[src/rtl/score_display_pkg.sv]
// Shared geometry, state encoding and small helpers for the score digit display.
package score_display_pkg;

  localparam int DIGIT_W = 16;
  localparam int DIGIT_H = 32;

  typedef enum logic [1:0] {IDLE, SHIFT, DONE} conv_state_t;
  typedef logic [3:0] bcd_t;

  function automatic int pitch(input int spacing);
    return DIGIT_W + spacing;
  endfunction

  function automatic longint unsigned pow10(input int n);
    longint unsigned p;
    p = 1;
    for (int i = 0; i < n; i++) p = p * 10;
    return p;
  endfunction

  // Double-dabble correction applied before each shift.
  function automatic bcd_t add3(input bcd_t d);
    return (d >= 4'd5) ? d + 4'd3 : d;
  endfunction

endpackage

[src/rtl/bin2bcd_seq.sv]
// Sequential shift-add-3 binary to BCD converter, one bit per cycle,
// saturating to all nines when the score does not fit in NUM_DIGITS.
module bin2bcd_seq
  import score_display_pkg::*;
#(
  parameter int SCORE_W    = 14,
  parameter int NUM_DIGITS = 4
) (
  input  logic                    clk,
  input  logic                    resetN,
  input  logic                    start,
  input  logic [SCORE_W-1:0]      score_in,
  output logic                    busy,
  output logic                    done_pulse,
  output logic [NUM_DIGITS*4-1:0] bcd_out
);

  localparam int              CW    = $clog2(SCORE_W + 1);
  localparam int              BW    = NUM_DIGITS * 4;
  localparam longint unsigned LIMIT = pow10(NUM_DIGITS);

  conv_state_t        state, next_state;
  logic [SCORE_W-1:0] shreg, score_q;
  logic [BW-1:0]      bcd_q, bcd_adj;
  logic [CW-1:0]      cnt;
  logic               last_shift, saturate;

  assign last_shift = (cnt == CW'(SCORE_W - 1));

  // NOTE: clocked blocks use <= so every register samples pre-edge values.
  always_ff @(posedge clk or negedge resetN) begin
    if (!resetN) state <= IDLE;
    else         state <= next_state;
  end

  // NOTE: every always_comb output gets a default first, so no path infers a latch.
  always_comb begin
    next_state = state;
    unique case (state)
      IDLE:    if (start) next_state = SHIFT;
      SHIFT:   if (last_shift) next_state = DONE;
      DONE:    next_state = IDLE;
      default: next_state = IDLE;
    endcase
  end

  always_comb begin
    busy       = (state != IDLE);
    done_pulse = (state == DONE);
  end

  always_comb begin
    bcd_adj = '0;
    for (int k = 0; k < NUM_DIGITS; k++) bcd_adj[4*k +: 4] = add3(bcd_q[4*k +: 4]);
  end

  // NOTE: datapath registers are reset too, so bcd_out is never X before the first load.
  always_ff @(posedge clk or negedge resetN) begin
    if (!resetN) begin
      shreg   <= '0;
      score_q <= '0;
      bcd_q   <= '0;
      cnt     <= '0;
    end else if (state == IDLE && start) begin
      shreg   <= score_in;
      score_q <= score_in;
      bcd_q   <= '0;
      cnt     <= '0;
    end else if (state == SHIFT) begin
      bcd_q <= {bcd_adj[BW-2:0], shreg[SCORE_W-1]};
      shreg <= {shreg[SCORE_W-2:0], 1'b0};
      cnt   <= cnt + CW'(1);
    end
  end

  // Digits above NUM_DIGITS are dropped during shifting; saturation covers that case.
  assign saturate = (64'(score_q) >= LIMIT);
  assign bcd_out  = saturate ? {NUM_DIGITS{4'd9}} : bcd_q;

endmodule

[src/rtl/score_digits_driver.sv]
// Score field driver: queues score conversions, commits results at frame start
// and maps each pixel to a digit cell for the downstream bitmap renderer.
module score_digits_driver
  import score_display_pkg::*;
#(
  parameter logic [10:0] TOP_LEFT_X    = 11'd16,
  parameter logic [10:0] TOP_LEFT_Y    = 11'd8,
  parameter int          NUM_DIGITS    = 4,
  parameter int          SCORE_W       = 14,
  parameter int          SPACING       = 2,
  parameter logic        BLANK_LEADING = 1'b1
) (
  input  logic               clk,
  input  logic               resetN,
  input  logic [10:0]        pixelX,
  input  logic [10:0]        pixelY,
  input  logic               startOfFrame,
  input  logic [SCORE_W-1:0] score,
  input  logic               score_valid,
  output logic               busy,
  output logic [3:0]         digit,
  output logic [10:0]        offsetX,
  output logic [10:0]        offsetY,
  output logic               InsideRectangle
);

  localparam int PITCH = pitch(SPACING);
  localparam int BW    = NUM_DIGITS * 4;

  logic               start, done_pulse;
  logic [BW-1:0]      result, pending_q, displayed_q;
  logic               pending_valid;
  logic [SCORE_W-1:0] req_score, start_score;
  logic               req_valid;

  // A fresh strobe outranks an older queued request: last write wins.
  assign start       = !busy && (score_valid || req_valid);
  assign start_score = score_valid ? score : req_score;

  bin2bcd_seq #(
    .SCORE_W    (SCORE_W),
    .NUM_DIGITS (NUM_DIGITS)
  ) u_conv (
    .clk        (clk),
    .resetN     (resetN),
    .start      (start),
    .score_in   (start_score),
    .busy       (busy),
    .done_pulse (done_pulse),
    .bcd_out    (result)
  );

  always_ff @(posedge clk or negedge resetN) begin
    if (!resetN) begin
      req_score <= '0;
      req_valid <= 1'b0;
    end else if (score_valid && busy) begin
      req_score <= score;
      req_valid <= 1'b1;
    end else if (start) begin
      req_valid <= 1'b0;
    end
  end

  // A result finishing on the frame-start cycle waits for the following frame.
  always_ff @(posedge clk or negedge resetN) begin
    if (!resetN) begin
      pending_q     <= '0;
      pending_valid <= 1'b0;
      displayed_q   <= '0;
    end else begin
      if (startOfFrame && pending_valid) displayed_q <= pending_q;
      if (done_pulse) begin
        pending_q     <= result;
        pending_valid <= 1'b1;
      end else if (startOfFrame) begin
        pending_valid <= 1'b0;
      end
    end
  end

  int         px, py;
  logic       nxt_inside;
  logic [3:0] nxt_digit;
  logic [10:0] nxt_ox, nxt_oy;

  assign px = int'(pixelX);
  assign py = int'(pixelY);

  always_comb begin
    logic lz_run;
    logic in_rows;
    bcd_t d;
    nxt_inside = 1'b0;
    nxt_digit  = '0;
    nxt_ox     = '0;
    nxt_oy     = '0;
    lz_run     = 1'b1;
    d          = '0;
    in_rows    = (py >= int'(TOP_LEFT_Y)) && (py < int'(TOP_LEFT_Y) + DIGIT_H);
    for (int i = 0; i < NUM_DIGITS; i++) begin
      d      = displayed_q[4*(NUM_DIGITS-1-i) +: 4];
      lz_run = lz_run && (d == 4'd0);
      if (in_rows && px >= int'(TOP_LEFT_X) + i*PITCH
                  && px <  int'(TOP_LEFT_X) + i*PITCH + DIGIT_W) begin
        nxt_digit  = d;
        nxt_ox     = 11'(px - int'(TOP_LEFT_X) - i*PITCH);
        nxt_oy     = 11'(py - int'(TOP_LEFT_Y));
        nxt_inside = !(BLANK_LEADING && lz_run && (i != NUM_DIGITS - 1));
      end
    end
  end

  always_ff @(posedge clk or negedge resetN) begin
    if (!resetN) begin
      InsideRectangle <= 1'b0;
      digit           <= '0;
      offsetX         <= '0;
      offsetY         <= '0;
    end else begin
      InsideRectangle <= nxt_inside;
      digit           <= nxt_digit;
      offsetX         <= nxt_ox;
      offsetY         <= nxt_oy;
    end
  end

endmodule

[config.mk]
export PLATFORM = sky130hd
export DESIGN_NAME = score_digits_driver
export DESIGN_NICKNAME = d
export VERILOG_FILES = /design/src/rtl/score_display_pkg.sv /design/src/rtl/bin2bcd_seq.sv /design/src/rtl/score_digits_driver.sv
export SDC_FILE = /design/constraint.sdc
export NUM_CORES = 1
export LEC_CHECK = 0
export ABC_CLOCK_PERIOD_IN_PS = 1700
export CAP_MARGIN = 20
export CELL_PAD_IN_SITES_DETAIL_PLACEMENT = 1
export CELL_PAD_IN_SITES_GLOBAL_PLACEMENT = 2
export CORE_ASPECT_RATIO = 1.5
export CORE_MARGIN = 2
export CORE_UTILIZATION = 30
export CTS_CLUSTER_DIAMETER = 150
export DETAILED_ROUTE_END_ITERATION = 10
export MAX_ROUTING_LAYER = met4
export PLACE_DENSITY = 0.82
export SLEW_MARGIN = 20
export SYNTH_ARGS = -nofsm -noshare
export SYNTH_HDL_FRONTEND = slang
export SYNTH_SLANG_ARGS = --single-unit
[constraint.sdc]
create_clock -name clk -period 1.7 [get_ports clk]
set_clock_uncertainty 0.05 [all_clocks]
set_input_delay 0.34 -clock clk [delete_from_list [all_inputs] [get_ports clk]]
set_output_delay 0.34 -clock clk [all_outputs]
set_load 0.05 [all_outputs]
# After elaboration in Yosys (flattened, before gate mapping)
# Index checks and enable logic that the tools add are counted.
# word_totals
regBits	125
output_inout_bits	28
wordCells	108
# classes
add_sub_neg	10
n_lt_le_gt_ge	15
n_eq_ne	5
muxes	35
reduce_logical	29
# ops
cell	count
11-bit 2-to-1 mux	8
16-bit 2-to-1 mux	3
14-bit 2-to-1 mux	3
4-bit 2-to-1 mux	9
11-bit by 6-bit < comparator with 1-bit output, second input constant	3
11-bit by 6-bit >= comparator with 1-bit output, second input constant	2
11-bit by 7-bit < comparator with 1-bit output, second input constant	2
11-bit by 7-bit subtractor with 11-bit output, second input constant	2
4-bit by 3-bit >= comparator with 1-bit output, second input constant	4
1-bit logical AND	15
14-bit >= comparator, second input constant	1
4-bit by 2-bit adder with 4-bit output, second input constant	3
4-bit zero test	3
11-bit by 4-bit >= comparator with 1-bit output, second input constant	1
11-bit by 5-bit >= comparator with 1-bit output, second input constant	1
11-bit by 7-bit >= comparator with 1-bit output, second input constant	1
11-bit by 4-bit subtractor with 11-bit output, second input constant	1
11-bit by 5-bit subtractor with 11-bit output, second input constant	1
11-bit by 6-bit subtractor with 11-bit output, second input constant	1
1-bit 2-to-1 mux	8
2-bit nonzero test	4
4-bit by 1-bit adder with 4-bit output, second input constant	1
4-bit == test, second input constant	1
1-bit zero test	4
10 further kinds	12

# Logic depth before layout (Yosys ltp)
# depth
depth_word	8
mapped_depth	10
mapped_depth_nobuf	8

# Modules after synthesis
# A second synthesis with hierarchy kept.
# hier_totals
hier_cells	603
hier_area_um2	6281.0
# by_module_without_submodules
mod	n_inst	cells_per_inst	area_each_um2
score_digits_driver	1	366	3966.3
bin2bcd_seq	1	237	2314.7

# Worst setup path after synthesis
# Ideal clock, no wire load.
# synth_path
path_kind	in2reg
start	input port pixelX[5]
end	register offsetX[7]
setup_time_ns	0.096
arrival_ns	2.117
required_ns	1.554
path_slack_ns	-0.563
path_stages	9
n_path_buf	2
path_cell_list	clkbuf_1 -> inv_1 -> ha_1 -> clkbuf_1 -> xnor2_1 -> nand3_1 -> a221oi_2 -> a21oi_1 -> o32ai_2
# synth_via
elab_chain_len	7
# synth_lines
element	line_no	source
from (decl)	score_digits_driver.sv:15	input logic [10:0] pixelX,
branches (longest 6 deep; another with 11-bit by 5-bit subtractor with 11-bit output)	--	
11-bit 2-to-1 mux *	score_digits_driver.sv:104	if (in_rows && px >= int'(TOP_LEFT_X) + i*PITCH
net nxt_ox[7]	score_digits_driver.sv:85	logic [10:0] nxt_ox, nxt_oy;
to (signal assigned)	score_digits_driver.sv:123	offsetX <= nxt_ox;
to (decl)	score_digits_driver.sv:22	output logic [10:0] offsetX,
# Mark *: on every way through the listed nets, which the timed path passes.
# A chain may end at the register's enable or synchronous reset.

# Worst setup path after layout
# layout_path
start	input port pixelY[7]
end	register offsetX[5]
# layout_via
elab_chain_len	8
# layout_lines
element	line_no	source
from (decl)	score_digits_driver.sv:16	input logic [10:0] pixelY,
11-bit by 4-bit >= comparator with 1-bit output / 11-bit by 6-bit < comparator with 1-bit output (equally long branches)	score_digits_driver.sv:100	in_rows = (py >= int'(TOP_LEFT_Y)) && (py < int'(TOP_LEFT_Y) + DIGIT_H);
1-bit logical AND *	score_digits_driver.sv:100	
1-bit logical AND	score_digits_driver.sv:104	
1-bit logical AND	score_digits_driver.sv:105	&& px < int'(TOP_LEFT_X) + i*PITCH + DIGIT_W) begin
11-bit 2-to-1 mux (3 in series)	score_digits_driver.sv:104	
11-bit 2-to-1 mux *	score_digits_driver.sv:104	
net nxt_ox[5]	score_digits_driver.sv:85	
# The timed path passes the listed nets; every way through them passes the cells marked *.

==> summary.txt <==
Finish
  • Fill count: 2220
  • Cell Count, Final, Fillers Out: 1039
  • Final #Nets: 826
  • Design area: 9130 sq um
  • Number of diodes: 0
  • Commonest non-fill, non-tap cell in the layout: buf_4
  • Core Util, Final: 0.452
  • Area Overhead vs Synth: 49.0%
  • Share of cells above drive strength 1: 0.435
  • Commonest non-fill, non-tap cells in the layout: buf_4, dfrtp_1, nor2_1

Timing
  • Min Hold Slack: 0.129 ns
  • Final setup margin: -0.306 ns
  • Setup violators final: 27
  • Slew HR: 0.585
  • Final slew viol count: 0
  • Final min period: 2.01 ns
  • TNS Setup: -4.08 ns
  • Setup repair after global routing missed its margin: true
  • Final hold violations: 0
  • Fmax achieved: 499 MHz
  • Tcrit/Tclk final: 1.18
  • Slew @ Worst Pin: 0.617 ns

Place
  • Detailed placer's ending HPWL: 13.2 mm
  • Area after DPL: 7800 sq um
  • Place WS: -1.07 ns
  • RePlAce Congestion: 0.891
  • # port buffers: 67
  • Placed Cells: 976

GRT
  • Tot GR Track Use: 0.183
  • First-pass GRT wire length: 30.2 mm
  • Met2 Track Usage GR: 0.352
  • Initial antenna violation count: 0
  • Vias in the first global route: 5978
  • Routing usage on met1: 0.174
  • Global-route met3 utilization: 0.0334
  • Largest net degree at the start of global routing: 60
  • Gr busiest metal: met2
  • Overflow after GRT: 0

Routing
  • DR WL/cell: 18.1 microns
  • Via count: 5250
  • Initial DRC count: 187
  • # DRC: 0
  • TritonRoute pass-1 iters: 4
  • Final WL: 18.8 mm
  • Vias per std cell: 5.05
  • Antenna-violating nets left: 0

Power
  • Tot Pwr: 11.8 mW
  • Sw frac: 0.333
  • Combinational fraction of design power: 0.312
  • VDD IR max: 0.000694 V
  • Power per Cell Area: 1300 nW/um^2
  • Clk pwr share: 0.302
  • Leakage dissipation: 4.04 nW
  • NetSw: 3.95 mW
  • P_int: 7.90 mW
  • Sequential share of power: 0.386

Critical path
  • Worst path cell trace: buf_6, or2_4, or3_4, or4_4, buf_8, nor3b_4, xnor2_1, a32o_2
  • Crit Path Class: primary input to flip-flop
  • Worst path bufs/invs: 2
  • CP delay by family, top: simple AND/OR/NAND/NOR gates
  • CP max FO: 5
  • Critical path data required time: 1.95 ns
  • Worst Setup EP: offsetX[5]$_DFF_PN0_
  • R2r setup slk: 0.03 ns
  • Slowest stage delay, CP: 0.56 ns
  • Critical Path Sink Type: flip-flop
  • Critical path startpoint category: primary input
  • Worst r2r src: u_conv.score_q[7]$_DFFE_PN0P_
  • Slowest cell on crit path: or4_4
  • R2r worst-path depth: 7
  • Worst Path Arrival: 2.26 ns
  • CP startpoint: pixelY[7]
  • CP Depth: 8
  • Reg2reg end: pending_q[7]$_DFFE_PN0P_

Synth
  • Synthesized Nets: 639
  • Synth Area per Inst: 10.6 sq um
  • Sequential share of the synthesized area: 0.495
  • Post-Synthesis Cell Area: 6120 sq um
  • Dominant synthesized flop cell: dfrtp_1
  • Count of cell types in the netlist: 62
  • Seq cells post-synth: 121
  • Post-Synthesis Cells: 575
  • Yosys warnings: 0
  • Async set-reset flop share out of synthesis: 1.00
  • Post-synth EDFFs: 0

CTS
  • Worst-path clk slew: 0.07 ns
  • CTS tree: built
  • Root Buffer: clkbuf_16
  • Clk sinks: 121
  • Clock buffer count from CTS: 17
  • Clock latency on the worst-skew pair: 0.41 ns
  • H-tree levels: 4
  • Longest Clk Path Bufs: 2

Floorplanning
  • Row Count: 64
  • Core Region: 20200 sq um
  • Die Wd: 121 microns
  • Die area: 21600 sq um
  • Die height: 179 microns
  • Initial Util: 0.303
  • # IOs: 68

Hold path
  • Worst Hold Class: primary input to flip-flop

Status
  • Status: finished with violations
  • Failing checks: negative setup slack

Run
  • MaxCap Viol Count: 0
power groups by stage:
stage	Combinational, mW	Sequential [mW]	Clock [mW]
finish	3.70	4.57	3.57
global route	4.12	4.70	3.79
CTS	3.51	4.55	3.66
detailed placement	3.36	4.56	0
global placement	3.12	4.48	0
floorplan	2.29	4.32	0
worst register-to-register path, cell delays in order, from the launching register on:
cell	delay, ns
dfrtp_1	0.39
nor4_2	0.29
nor2_1	0.09
o31ai_2	0.22
buf_4	0.16
nand2_2	0.05
buf_6	0.15
o22a_1	0.16
worst min-delay path by stage:
stage | start | cells after the start | endpoint
2_1_floorplan | resetN | 0 | InsideRectangle$_DFF_PN0_
3_3_place_gp | resetN | 1 | req_score[11]$_DFFE_PN0P_
3_5_place_dp | resetN | 1 | req_score[11]$_DFFE_PN0P_
4_1_cts | pixelY[3] | 2 | offsetY[3]$_DFF_PN0_
5_1_grt | pixelY[3] | 2 | offsetY[3]$_DFF_PN0_
6_report | pixelY[3] | 2 | offsetY[3]$_DFF_PN0_
timing repair:
item                       4_1_cts  5_1_grt
hold buffers                     1        0
gates cloned                     1        1
buffers inserted                22       10
gates resized for setup        120       67
setup endpoints to repair       45       48
pin swaps                       38       34
hold endpoints to repair        20        0
state kept, by name (all words and copies together), names as in the netlist:
name             count
pending_q           16
u_conv.bcd_q        16
offsetY             11
digit                4
u_conv.cnt           4
req_valid            1
offsetX             11
InsideRectangle      1
u_conv.shreg        14
req_score           14
pending_valid        1
u_conv.score_q      10
u_conv.state         2
displayed_q         16
metal layers:
layer,wire length (microns),part of all wire
met2,11100,0.59
met3,393,0.021
met5,0,0
met4,629,0.033
met1,6750,0.36
final cells by class:
class | count | area, sq um | area share
multi-input combinational | 401 | 3390 | 0.372
sequential | 121 | 3030 | 0.332
timing repair buffer | 201 | 1710 | 0.187
clock buffer | 19 | 443 | 0.0485
tap | 264 | 330 | 0.0362
clock inverter | 13 | 145 | 0.0159
inverter | 20 | 80.1 | 0.00878
synth_stat cells (3+ instances only):
cell      number  area [sq um]
dfrtp_1      121          3030
nor4b_1        5          43.8
buf_2          7          35.0
and2_1         8          50.1
nand3_1       31           155
mux2_2        30           338
xnor2_1       11          96.3
ha_1          24           300
mux2i_1       15           150
nor2b_1        5          31.3
a21oi_1       32           160
o22a_1         5          43.8
o211ai_1       3          22.5
a21o_1        12          90.1
clkbuf_1      26          97.6
o21bai_1       4          30.0
nand2b_1       9          56.3
nand2_1       33           124
a22o_1         4          35.0
o221ai_1       4          35.0
a221o_1       18           180
or4_1          3          22.5
xor2_1         6          52.6
a32o_1         6          60.1
o31ai_1        8          60.1
nor2_1        48           180
nor4_1         4          25.0
inv_1         20          75.1
o21ai_0       28           140
logic make-up (layout without fill, tap and decap cells):
| group | after synthesis | after routing | synth area share |
|---|---|---|---|
| AOI/OAI and AO/OA | 145 | 145 | 0.173 |
| and+or+nand+nor | 169 | 170 | 0.145 |
| DFF | 121 | 121 | 0.495 |
| xor gates and xnor gates | 17 | 17 | 0.0243 |
| adders and majority gates | 24 | 24 | 0.0490 |
| buffers and inverters | 54 | 253 | 0.0345 |
| muxes | 45 | 45 | 0.0797 |
Power figures use the tool's default switching activity.
